File: config.mk
export PLATFORM = sky130hd
export DESIGN_NAME = multicycle_control_fsm
export DESIGN_NICKNAME = d
export VERILOG_FILES = /design/src/rtl/multicycle_control_fsm.sv
export SDC_FILE = /design/constraint.sdc
export NUM_CORES = 1
export LEC_CHECK = 0
export CAP_MARGIN = 25
export CORE_ASPECT_RATIO = 0.75
export CORE_MARGIN = 2
export CORE_UTILIZATION = 44
export CTS_CLUSTER_DIAMETER = 80
export DETAILED_ROUTE_END_ITERATION = 16
export GPL_TIMING_DRIVEN = 1
export HOLD_SLACK_MARGIN = 0.03
export PLACE_DENSITY_LB_ADDON = 0.08
export SLEW_MARGIN = 20
export SYNTH_ARGS = -nofsm -noshare
export SYNTH_HDL_FRONTEND = slang
export SYNTH_SLANG_ARGS = --single-unit
File: constraint.sdc
create_clock -name clk -period 1.8 [get_ports clk]
set_clock_uncertainty 0.05 [all_clocks]
set_input_delay 0.18 -clock clk [delete_from_list [all_inputs] [get_ports clk]]
set_output_delay 0.18 -clock clk [all_outputs]
set_load 0.02 [all_outputs]
File: src/rtl/multicycle_control_fsm.sv
// Main control FSM for the multicycle MIPS datapath: sequences fetch/decode/execute/memory/writeback,
// drives every datapath select and write enable, and counts retired instructions.
`timescale 1ns/1ps
module multicycle_control_fsm #(
  parameter int CNT_W       = 32,
  parameter bit MEM_WAIT_EN = 1'b1
) (
  input  logic             clk,
  input  logic             rst_n,
  input  logic [5:0]       op,
  input  logic             zero,
  input  logic             mem_ready,
  output logic             iord,
  output logic             mem_write,
  output logic             ir_write,
  output logic             reg_dst,
  output logic             mem_to_reg,
  output logic             reg_write,
  output logic             alu_src_a,
  output logic [1:0]       alu_src_b,
  output logic [1:0]       alu_op,
  output logic [1:0]       pc_src,
  output logic             pc_en,
  output logic             illegal_op,
  output logic [3:0]       state,
  output logic [CNT_W-1:0] instr_count
);

  typedef enum logic [3:0] {
    IDLE   = 4'd0,  FETCH  = 4'd1,  DECODE = 4'd2,  MEMADR = 4'd3,
    MEMRD  = 4'd4,  MEMWB  = 4'd5,  MEMWR  = 4'd6,  RTEX   = 4'd7,
    RTWB   = 4'd8,  BEQEX  = 4'd9,  ADDIEX = 4'd10, ADDIWB = 4'd11,
    JEX    = 4'd12
  } state_t;

  localparam logic [5:0] OP_RTYPE = 6'b000000;
  localparam logic [5:0] OP_LW    = 6'b100011;
  localparam logic [5:0] OP_SW    = 6'b101011;
  localparam logic [5:0] OP_BEQ   = 6'b000100;
  localparam logic [5:0] OP_ADDI  = 6'b001000;
  localparam logic [5:0] OP_J     = 6'b000010;

  state_t state_q;
  logic   rdy;

  assign rdy   = MEM_WAIT_EN ? mem_ready : 1'b1;
  assign state = state_q;

  // Next-state and retire counter. Leaving a final state for FETCH retires one instruction.
  // NOTE: sequential state uses non-blocking assignments so every register samples pre-edge values.
  always_ff @(posedge clk or negedge rst_n) begin
    if (!rst_n) begin
      state_q     <= IDLE;
      instr_count <= '0;
    end else begin
      case (state_q)
        IDLE:   state_q <= FETCH;
        FETCH:  if (rdy) state_q <= DECODE;
        DECODE: begin
          case (op)
            OP_LW, OP_SW: state_q <= MEMADR;
            OP_RTYPE:     state_q <= RTEX;
            OP_BEQ:       state_q <= BEQEX;
            OP_ADDI:      state_q <= ADDIEX;
            OP_J:         state_q <= JEX;
            default:      state_q <= FETCH;
          endcase
        end
        MEMADR: state_q <= (op == OP_LW) ? MEMRD : MEMWR;
        MEMRD:  if (rdy) state_q <= MEMWB;
        MEMWR: begin
          if (rdy) begin
            state_q     <= FETCH;
            instr_count <= instr_count + CNT_W'(1);
          end
        end
        RTEX:   state_q <= RTWB;
        ADDIEX: state_q <= ADDIWB;
        MEMWB, RTWB, BEQEX, ADDIWB, JEX: begin
          state_q     <= FETCH;
          instr_count <= instr_count + CNT_W'(1);
        end
        default: state_q <= IDLE;
      endcase
    end
  end

  // Moore decode of the current state; FETCH writes are additionally gated by the memory handshake.
  // NOTE: every output gets a default before the case so no latch is inferred.
  always_comb begin
    iord       = 1'b0;
    mem_write  = 1'b0;
    ir_write   = 1'b0;
    reg_dst    = 1'b0;
    mem_to_reg = 1'b0;
    reg_write  = 1'b0;
    alu_src_a  = 1'b0;
    alu_src_b  = 2'b00;
    alu_op     = 2'b00;
    pc_src     = 2'b00;
    pc_en      = 1'b0;
    illegal_op = 1'b0;
    case (state_q)
      FETCH: begin
        alu_src_b = 2'b01;
        ir_write  = rdy;
        pc_en     = rdy;
      end
      DECODE: begin
        alu_src_b = 2'b11;
        case (op)
          OP_LW, OP_SW, OP_RTYPE, OP_BEQ, OP_ADDI, OP_J: illegal_op = 1'b0;
          default:                                       illegal_op = 1'b1;
        endcase
      end
      MEMADR, ADDIEX: begin
        alu_src_a = 1'b1;
        alu_src_b = 2'b10;
      end
      MEMRD: iord = 1'b1;
      MEMWB: begin
        mem_to_reg = 1'b1;
        reg_write  = 1'b1;
      end
      MEMWR: begin
        iord      = 1'b1;
        mem_write = 1'b1;
      end
      RTEX: begin
        alu_src_a = 1'b1;
        alu_op    = 2'b10;
      end
      RTWB: begin
        reg_dst   = 1'b1;
        reg_write = 1'b1;
      end
      BEQEX: begin
        alu_src_a = 1'b1;
        alu_op    = 2'b01;
        pc_src    = 2'b01;
        pc_en     = zero;
      end
      ADDIWB: reg_write = 1'b1;
      JEX: begin
        pc_src = 2'b10;
        pc_en  = 1'b1;
      end
      default: ;
    endcase
  end

endmodule

# ---- After elaboration in Yosys (flattened, before gate mapping)
# Cells that the tools add are included.
dict set report classes {
  reduce_logical 13
  n_div 0
  mul 0
  magnitude_cmp 0
  bitwise_logic 0
  n_addsub 1
  n_mux 21
  eq_ne 20
  n_shift 0
}
# cell count
set op_table {}
lappend op_table {{32-bit one-hot mux with 2 select lines} 1}
lappend op_table {{32-bit by 1-bit adder with 32-bit output (second input constant)} 1}
lappend op_table {{32-bit two-way mux} 1}
lappend op_table {{4-bit one-hot mux with 8 select lines} 1}
lappend op_table {{4-bit == test (second input constant)} 5}
lappend op_table {{4-bit one-hot mux with 5 select lines} 1}
lappend op_table {{4-bit by 3-bit == test with 1-bit output (second input constant)} 4}
lappend op_table {{6-bit == test (second input constant)} 2}
lappend op_table {{4-bit two-way mux} 3}
lappend op_table {{6-bit OR reduction} 2}
lappend op_table {{1-bit two-way mux} 9}
lappend op_table {{4-bit by 2-bit == test with 1-bit output (second input constant)} 2}
lappend op_table {{2-bit one-hot mux with 2 select lines} 2}
lappend op_table {{6-bit by 2-bit == test with 1-bit output (second input constant)} 1}
lappend op_table {{6-bit by 3-bit == test with 1-bit output (second input constant)} 1}
lappend op_table {{6-bit by 4-bit == test with 1-bit output (second input constant)} 1}
lappend op_table {{6-bit logical NOT} 1}
lappend op_table {{2-bit != test (second input constant)} 3}
lappend op_table {{2-bit one-hot mux with 3 select lines} 1}
lappend op_table {{2-bit OR reduction} 3}
lappend op_table {{5-bit OR reduction} 1}
lappend op_table {{4-bit by 1-bit == test with 1-bit output (second input constant)} 1}
lappend op_table {{4-bit logical NOT} 1}
lappend op_table {{4-bit OR reduction} 1}
lappend op_table {{other kinds (6)} 6}
dict set report word_totals {
  regBits 36
  latchBits 0
  output_inout_bits 51
  rom_bits 0
  mem_count 0
  word_cells 57
  mem_bits_rw 0
}

# ---- Longest topological paths before layout
# Gate-level depths: netlist of the first run.
dict set report logic_depth {
  depth_word 4
  depth_mapped 6
  mapped_depth_nobuf 5
}

# ---- Least setup slack after synthesis of the first run
# OpenSTA, ideal clock, no wires.
dict set report synth_path {
  path_type {flip-flop to flip-flop}
  start {reg state_q[0], in the netlist state[0]}
  end {reg instr_count[17]}
  stages_incl_launch_ff 7
  setup_time_ns 0.080
  required_time_ns 1.670
  slack_ns -0.224
  arrival_time_ns 1.894
  n_path_buf 2
  path_cell_list {dfrtp_1 -> buf_6 -> and4bb_1 -> o2bb2a_4 -> buf_6 -> a2111oi_2 -> xor2_1}
}
dict set report synth_via {
  elab_chain_len 4
}
# element line
set synth_rtl {}
lappend synth_rtl {{start, declared} 43} ;# state_t state_q;
lappend synth_rtl {{start signal, assigned} 69} ;# MEMADR: state_q <= (op == OP_LW) ? MEMRD : MEMWR;
lappend synth_rtl {{4-bit == test / 4-bit by 3-bit == test with 1-bit output (equally long branches)} 56} ;# case (state_q)
lappend synth_rtl {{5-bit OR reduction} n/a}
lappend synth_rtl {{2-bit nonzero test (no source line)} n/a}
lappend synth_rtl {{2-bit AND reduction (no source line)} n/a}
lappend synth_rtl {{end signal, assigned} 74} ;# instr_count <= instr_count + CNT_W'(1);
lappend synth_rtl {{end signal, assigned} 81} ;# instr_count <= instr_count + CNT_W'(1);
lappend synth_rtl {{end, declared} 26} ;# output logic [CNT_W-1:0] instr_count
# Several ways; a longest one is shown, not always the timed one.
# A chain may end at the register's enable or synchronous reset.

# ---- Worst setup path after layout of the first run
dict set report layout_path {
  start {reg instr_count[7]}
  end {reg instr_count[26]}
}
dict set report layout_via {
  elab_chain_len 3
}
# element line
set layout_rtl {}
lappend layout_rtl {{32-bit by 1-bit adder with 32-bit output *} {74, 81}}
lappend layout_rtl {{32-bit two-way mux} 72} ;# if (rdy) begin
lappend layout_rtl {{32-bit one-hot mux with 2 select lines *} 56}
# Mark *: on every way between the ends. The rest lies on a longest branch, timed or not. The select of a mux whose other input is x is not followed.

==> impl_metrics.py, run 1 <==
metrics = {
    "clocking": {
        "cts.htree.levels": 2,
        "clock-sinks": 36,
        "clk_pin_slew_ps": 80,
        "insertion_delay_ps": 290,
        "cts-buffers-inserted": 5,
        "ctsHoldBuffers": 0,
        "cts_tree": "built",
        "clockBufferDepth": 2,
        "clockRootBuffer": "clkbuf_8",
    },
    "setup_path": {
        "cp.required_ps": 1960,
        "r2r_slack_ps": -30,
        "r2r-start": "instr_count[7]",
        "cp-end-kind": "flip-flop",
        "startpoint": "instr_count[7]",
        "crit_end": "instr_count[26]",
        "reg2reg_depth": 4,
        "critPathKind": "flip-flop to flip-flop",
        "r2r_end": "instr_count[26]",
        "cp.arrival_ps": 1990,
        "crit_path_max_fanout": 5,
        "cp-start-kind": "flip-flop",
    },
    "die": {
        "dieArea_um2": 5800,
        "io_pins": 61,
        "die_x_um": 87.3,
        "dieHeight_um": 66.4,
        "coreArea_um2": 4950,
        "rows": 22,
        "start_util": 0.462,
    },
    "grt": {
        "grt_usage": 0.241,
        "met1_usage": 0.330,
        "gr-usage-met2": 0.387,
        "grt_pass1_vias": 2231,
        "grt_max_degree": 37,
        "grt_pass1_wl_um": 10700,
        "grt.overflow.total": 0,
        "gr-usage-met3": 0.0424,
        "top_usage_layer": "met2",
        "antenna_found_initial": 0,
    },
    "logic_synthesis": {
        "async_flop_share": 1.00,
        "seq_area_frac_synth": 0.394,
        "synth.avg_cell_area_um2": 10.3,
        "yosysUniqueCellTypes": 48,
        "ys_seq_elements": 36,
        "synth_edf_count": 0,
        "yosysWarnings": 0,
        "synth_nets": 234,
        "ys.flop_type": "dfrtp_1",
        "postSynthCellCount": 223,
        "synthesis.area_um2": 2290,
    },
    "detailed_routing": {
        "wl_per_cell_um": 16.9,
        "vias_per_cell": 5.64,
        "drtIter0Drc": 124,
        "wl_um": 6860,
        "firstDrtPassIters": 4,
        "vias": 2289,
        "drc": 0,
        "antenna_left": 0,
    },
    "outcome": {
        "run_status": "complete, but fails checks",
        "violations": "negative setup slack",
    },
    "timing": {
        "rsz0062_at_grt": "yes",
        "maxSlewHeadroom": 0.676,
        "post-route-period-util": 1.02,
        "fmax_mhz": 545,
        "tns_ps": -129,
        "holdWs_ps": 259,
        "finalCriticalPeriod_ps": 1830,
        "worst_slack_ps": -34.7,
        "finalSetupViolations": 8,
        "worst_pin_slew_ps": 486,
        "hold_violations": 0,
        "slew_viol_final": 0,
    },
    "placed_design": {
        "gp_congestion": 0.835,
        "port_buffers": 60,
        "post-place-cells": 389,
        "hpwl_um": 4520,
    },
    "final_layout": {
        "num-fill-cells": 332,
        "diodes": 0,
        "fin_util": 0.763,
        "mostFrequentLayoutCell": "buf_4",
        "area_growth_syn_to_layout_pct": 65.3,
        "layout-drive-gt1-share": 0.376,
        "instances_no_fill": 406,
        "mostFrequentLayoutCells": "58 x buf_4, 43 x clkdlybuf4s50_1, 27 x xor2_1",
        "layout.nets": 356,
    },
    "power_and_ir_drop": {
        "power_density_nw_per_um2": 1010,
        "leakagePower_nw": 1.36,
        "finalPower_w": 0.00383,
        "irDropWorstVdd_mv": 0.724,
    },
    "hold_path": {
        "hold_class": "primary input to async pin",
    },
    "run": {
        "maxCapViolCount": 0,
    },
}
[how the worst min path moves through the flow]
stage	from	to	slack (ps)	depth (start not counted)
global placement	instr_count[31]	instr_count[31]	400	1
global route	rst_n	instr_count[3]	290	2
CTS	rst_n	instr_count[11]	280	2
detailed placement	instr_count[31]	instr_count[31]	410	1
finish	rst_n	state[1]	260	2
floorplan	rst_n	instr_count[0]	-170	0
[critical path: stages, from the launching register on]
cell       delay, ps
dfrtp_2          420
nand4_1          160
or4_4            620
a2111oi_4        310
xor2_1           180
[per-layer routing]
layer / up-vias / part of all wire
met5: - / 0
met4: 0 / 0.0071
met3: 5 / 0.041
met2: 60 / 0.48
met1: 1130 / 0.47
li1: 1094 / -
[area by class of cell]
class	count	area, um^2	share of cell area
clock buffer	7	86.3	0.0228
clock inverter	1	7.51	0.00199
inverter	9	33.8	0.00893
multi-input combinational	171	1590	0.421
sequential	36	913	0.242
tap	60	75.1	0.0199
timing repair buffer	122	1070	0.284
[sequential cells by signal, summed over array words and instances, names as in the netlist]
signal	flops
state	4
instr_count	32
[synthesized netlist by cell type, drive strengths merged, types with 2 or more instances]
cell	number	area, um^2
nand3	10	50.1
a21oi	10	50.1
a211oi	10	75.1
and3	4	25.0
nand3b	3	35.0
nand4b	2	17.5
xor2	27	236
or3	2	12.5
a211o	3	27.5
buf	5	42.5
clkbuf	5	18.8
xnor2	6	52.6
nor2	13	48.8
and2	2	12.5
a21boi	3	22.5
dfrtp	36	901
and4	4	35.0
nand4	6	43.8
nor3	2	10.0
a2111oi	16	240
nand2b	4	32.5
inv	9	33.8
nand2	17	63.8
o21ai	7	35.0
or4	2	18.8
[cells by family (layout without fill, tap and decap cells)]
| group | Yosys count | count (layout) | share of synthesized area |
|---|---|---|---|
| XOR/XNOR | 33 | 33 | 0.126 |
| buffers and inverters | 19 | 139 | 0.0416 |
| multiplexers | 1 | 1 | 0.00492 |
| adder cells (fa/ha/maj) | 1 | 1 | 0.00547 |
| AND/OR/NAND/NOR | 74 | 74 | 0.190 |
| flip-flops | 36 | 36 | 0.394 |
| AO/OA/AOI/OAI | 59 | 62 | 0.237 |
[power breakdown]
group | internal, W | total (W) | switching (W) | leakage (nW)
combinational | 0.000980 | 0.00214 | 0.00116 | 0.946
sequential | 0.000926 | 0.00107 | 0.000141 | 0.365
clock | 0.000311 | 0.000619 | 0.000308 | 0.0445
[through the flow]
stage / instance area [um^2] / setup slack, ps
finish: 3780 / -34.7
global route: 3780 / -127
CTS: 3720 / -118
detailed placement: 3470 / -194
global placement: 3470 / -130
floorplan: 2410 / -125
[what timing repair did]
action | in CTS | in global routing
endpoints found under the setup margin | 31 | 43
pin swaps | 3 | 10
cloned | 2 | 1
resized for setup | 40 | 28
buffers inserted | 3 | 3
Note: power is estimated with default switching activity, not from simulation.
==> inputs of run 2 (changes only) <==
--- a/config.mk
+++ b/config.mk
@@ -14,6 +14,7 @@
 export GPL_TIMING_DRIVEN = 1
 export HOLD_SLACK_MARGIN = 0.03
 export PLACE_DENSITY_LB_ADDON = 0.08
+export SKIP_CTS_REPAIR_TIMING = 1
 export SLEW_MARGIN = 20
 export SYNTH_ARGS = -nofsm -noshare
 export SYNTH_HDL_FRONTEND = slang
==> run 2 against run 1 <==
  * The run still ends with negative setup slack left
  * Largest power group unchanged
  * Fmax is 4.1% lower
  * First-iteration DRC count grew 17%
  * Cell count up 0.74%
==> impl_metrics.py, run 2 (synthesis gave the netlist of run 1 again) <==
metrics = {
    "outcome": {
        "run_status": "complete, but fails checks",
        "violations": "negative setup slack",
    },
    "die": {
        "dieArea_um2": 5800,
        "start_util": 0.462,
        "die_x_um": 87.3,
        "rows": 22,
        "coreArea_um2": 4950,
        "io_pins": 61,
        "dieHeight_um": 66.4,
    },
    "setup_path": {
        "crit_chain": "buf_6, buf_6, buf_2, buf_4, nor3_1, buf_2",
        "reg2reg_depth": 7,
        "cp.required_ps": 1570,
        "cp-start-kind": "flip-flop",
        "critPathKind": "flip-flop to output pin",
        "crit_family": "buffers and inverters",
        "r2r-start": "state[0]",
        "crit_path_max_fanout": 6,
        "r2r_end": "instr_count[18]",
        "crit_buf_inv": 5,
        "r2r_slack_ps": -90,
        "crit_slowest_cell": "dfrtp_2",
        "critPathMaxStageDelay_ps": 430,
        "cp-end-kind": "output pin",
        "cp.arrival_ps": 1680,
    },
    "clocking": {
        "cts.htree.levels": 2,
        "clockRootBuffer": "clkbuf_8",
        "clk_pin_slew_ps": 80,
        "clock-sinks": 36,
        "insertion_delay_ps": 300,
        "cts-buffers-inserted": 5,
        "cts_tree": "built",
        "clockBufferDepth": 2,
    },
    "timing": {
        "fmax_mhz": 523,
        "worst_pin_slew_ps": 490,
        "hold_violations": 0,
        "worst_slack_ps": -112,
        "finalSetupViolations": 18,
        "post-route-period-util": 1.06,
        "slew_viol_final": 0,
        "finalCriticalPeriod_ps": 1910,
        "maxSlewHeadroom": 0.674,
        "rsz0062_at_grt": "yes",
    },
    "placed_design": {
        "placed_area_um2": 3470,
        "hpwl_um": 4520,
        "port_buffers": 60,
        "post-place-cells": 389,
        "gp_congestion": 0.835,
    },
    "detailed_routing": {
        "drtIter0Drc": 145,
        "vias_per_cell": 5.79,
        "wl_um": 7570,
        "antenna_left": 0,
        "firstDrtPassIters": 4,
        "drc": 0,
        "wl_per_cell_um": 18.5,
        "vias": 2370,
    },
    "power_and_ir_drop": {
        "power_switching_w": 0.00173,
        "p_clk_frac": 0.151,
        "p_comb_frac": 0.589,
        "internal_power_w": 0.00238,
        "power_density_nw_per_um2": 1050,
        "leakagePower_nw": 1.48,
        "seq_power_share": 0.260,
        "irDropWorstVdd_mv": 0.769,
        "switching_share": 0.420,
    },
    "run": {
        "maxCapViolCount": 0,
    },
    "final_layout": {
        "diodes": 0,
        "largest_reg_flops": 32,
        "mostFrequentLayoutCell": "buf_4",
        "layout.nets": 359,
        "num-fill-cells": 317,
        "mostFrequentLayoutCells": "57 x buf_4, 42 x clkdlybuf4s50_1, 27 x xor2_1",
        "instances_no_fill": 409,
        "area_growth_syn_to_layout_pct": 71.5,
        "final_area_um2": 3920,
        "regMostFlops": "instr_count",
        "layout-drive-gt1-share": 0.395,
    },
    "grt": {
        "grt_usage": 0.225,
        "grt_pass1_vias": 2141,
        "grt_max_degree": 37,
        "antenna_found_initial": 0,
        "grt_pass1_wl_um": 10100,
        "grt.overflow.total": 0,
    },
    "hold_path": {
        "hold_class": "primary input to async pin",
    },
}
-- run 2: cell count changes in the layout (fill, tap and decap cells not counted), sizes merged --
cell and delta:
clkbuf +2, dlymetal6s2s +6, clkdlybuf4s15 -4, buf +2, dlygate4sd2 -2, clkdlybuf4s50 -1
-- run 2: how the worst max path moves through the flow --
stage	endpoint	cells past startpoint	slack, ps	startpoint
floorplan	instr_count[17]	6	-120	state[0]
global placement	illegal_op	6	-130	op[2]
CTS	pc_en	5	-360	state[0]
detailed placement	illegal_op	6	-190	op[2]
finish	reg_dst	6	-110	state[0]
global route	instr_count[18]	7	-190	state[0]
-- run 2: cell type report --
class	instances	area, um^2	share of cell area
clock buffers	7	86.3	0.0220
clock inverters	1	7.51	0.00191
inverters	9	33.8	0.00861
multi-input cells	171	1650	0.420
flip-flops and latches	36	913	0.233
well taps	60	75.1	0.0191
repair buffers	125	1160	0.295
-- run 2: worst reg2reg max path, stage by stage, from the launching register on --
cell and delay [ps]:
dfrtp_2 430, buf_4 150, nand2b_4 140, buf_4 140, a21o_4 230, buf_12 160, a2111oi_4 350, xor2_1 180
-- run 2: power groups by stage --
stage | sequential [W] | clock [W] | combinational [W]
detailed placement | 0.00107 | 0 | 0.00200
finish | 0.00107 | 0.000623 | 0.00242
global placement | 0.00107 | 0 | 0.00198
global route | 0.00108 | 0.000665 | 0.00255
CTS | 0.00106 | 0.000626 | 0.00202
floorplan | 0.00119 | 0 | 0.000892
-- run 2: per-stage QoR --
| step | setup WS, ps | utilization | hold slack (ps) | setup TNS (ps) | power, W |
|---|---|---|---|---|---|
| 5_1_grt | -191 | 0.792 | 287 | -3130 | 0.00429 |
| 6_report | -112 | 0.792 | 263 | -1090 | 0.00411 |
| 3_5_place_dp | -194 | 0.701 | 407 | -1020 | 0.00307 |
| 3_3_place_gp | -130 | 0.701 | 404 | -710 | 0.00305 |
| 4_1_cts | -360 | 0.720 | 278 | -4760 | 0.00370 |
| 2_1_floorplan | -125 | - | -166 | -1250 | 0.00208 |
-- run 2: metal layers --
| metal | global-route usage | part of all wire |
|---|---|---|
| met5 | 0 | 0 |
| met4 | 0.0615 | 0.0095 |
| met3 | 0.0424 | 0.046 |
| met2 | 0.376 | 0.49 |
| met1 | 0.298 | 0.46 |
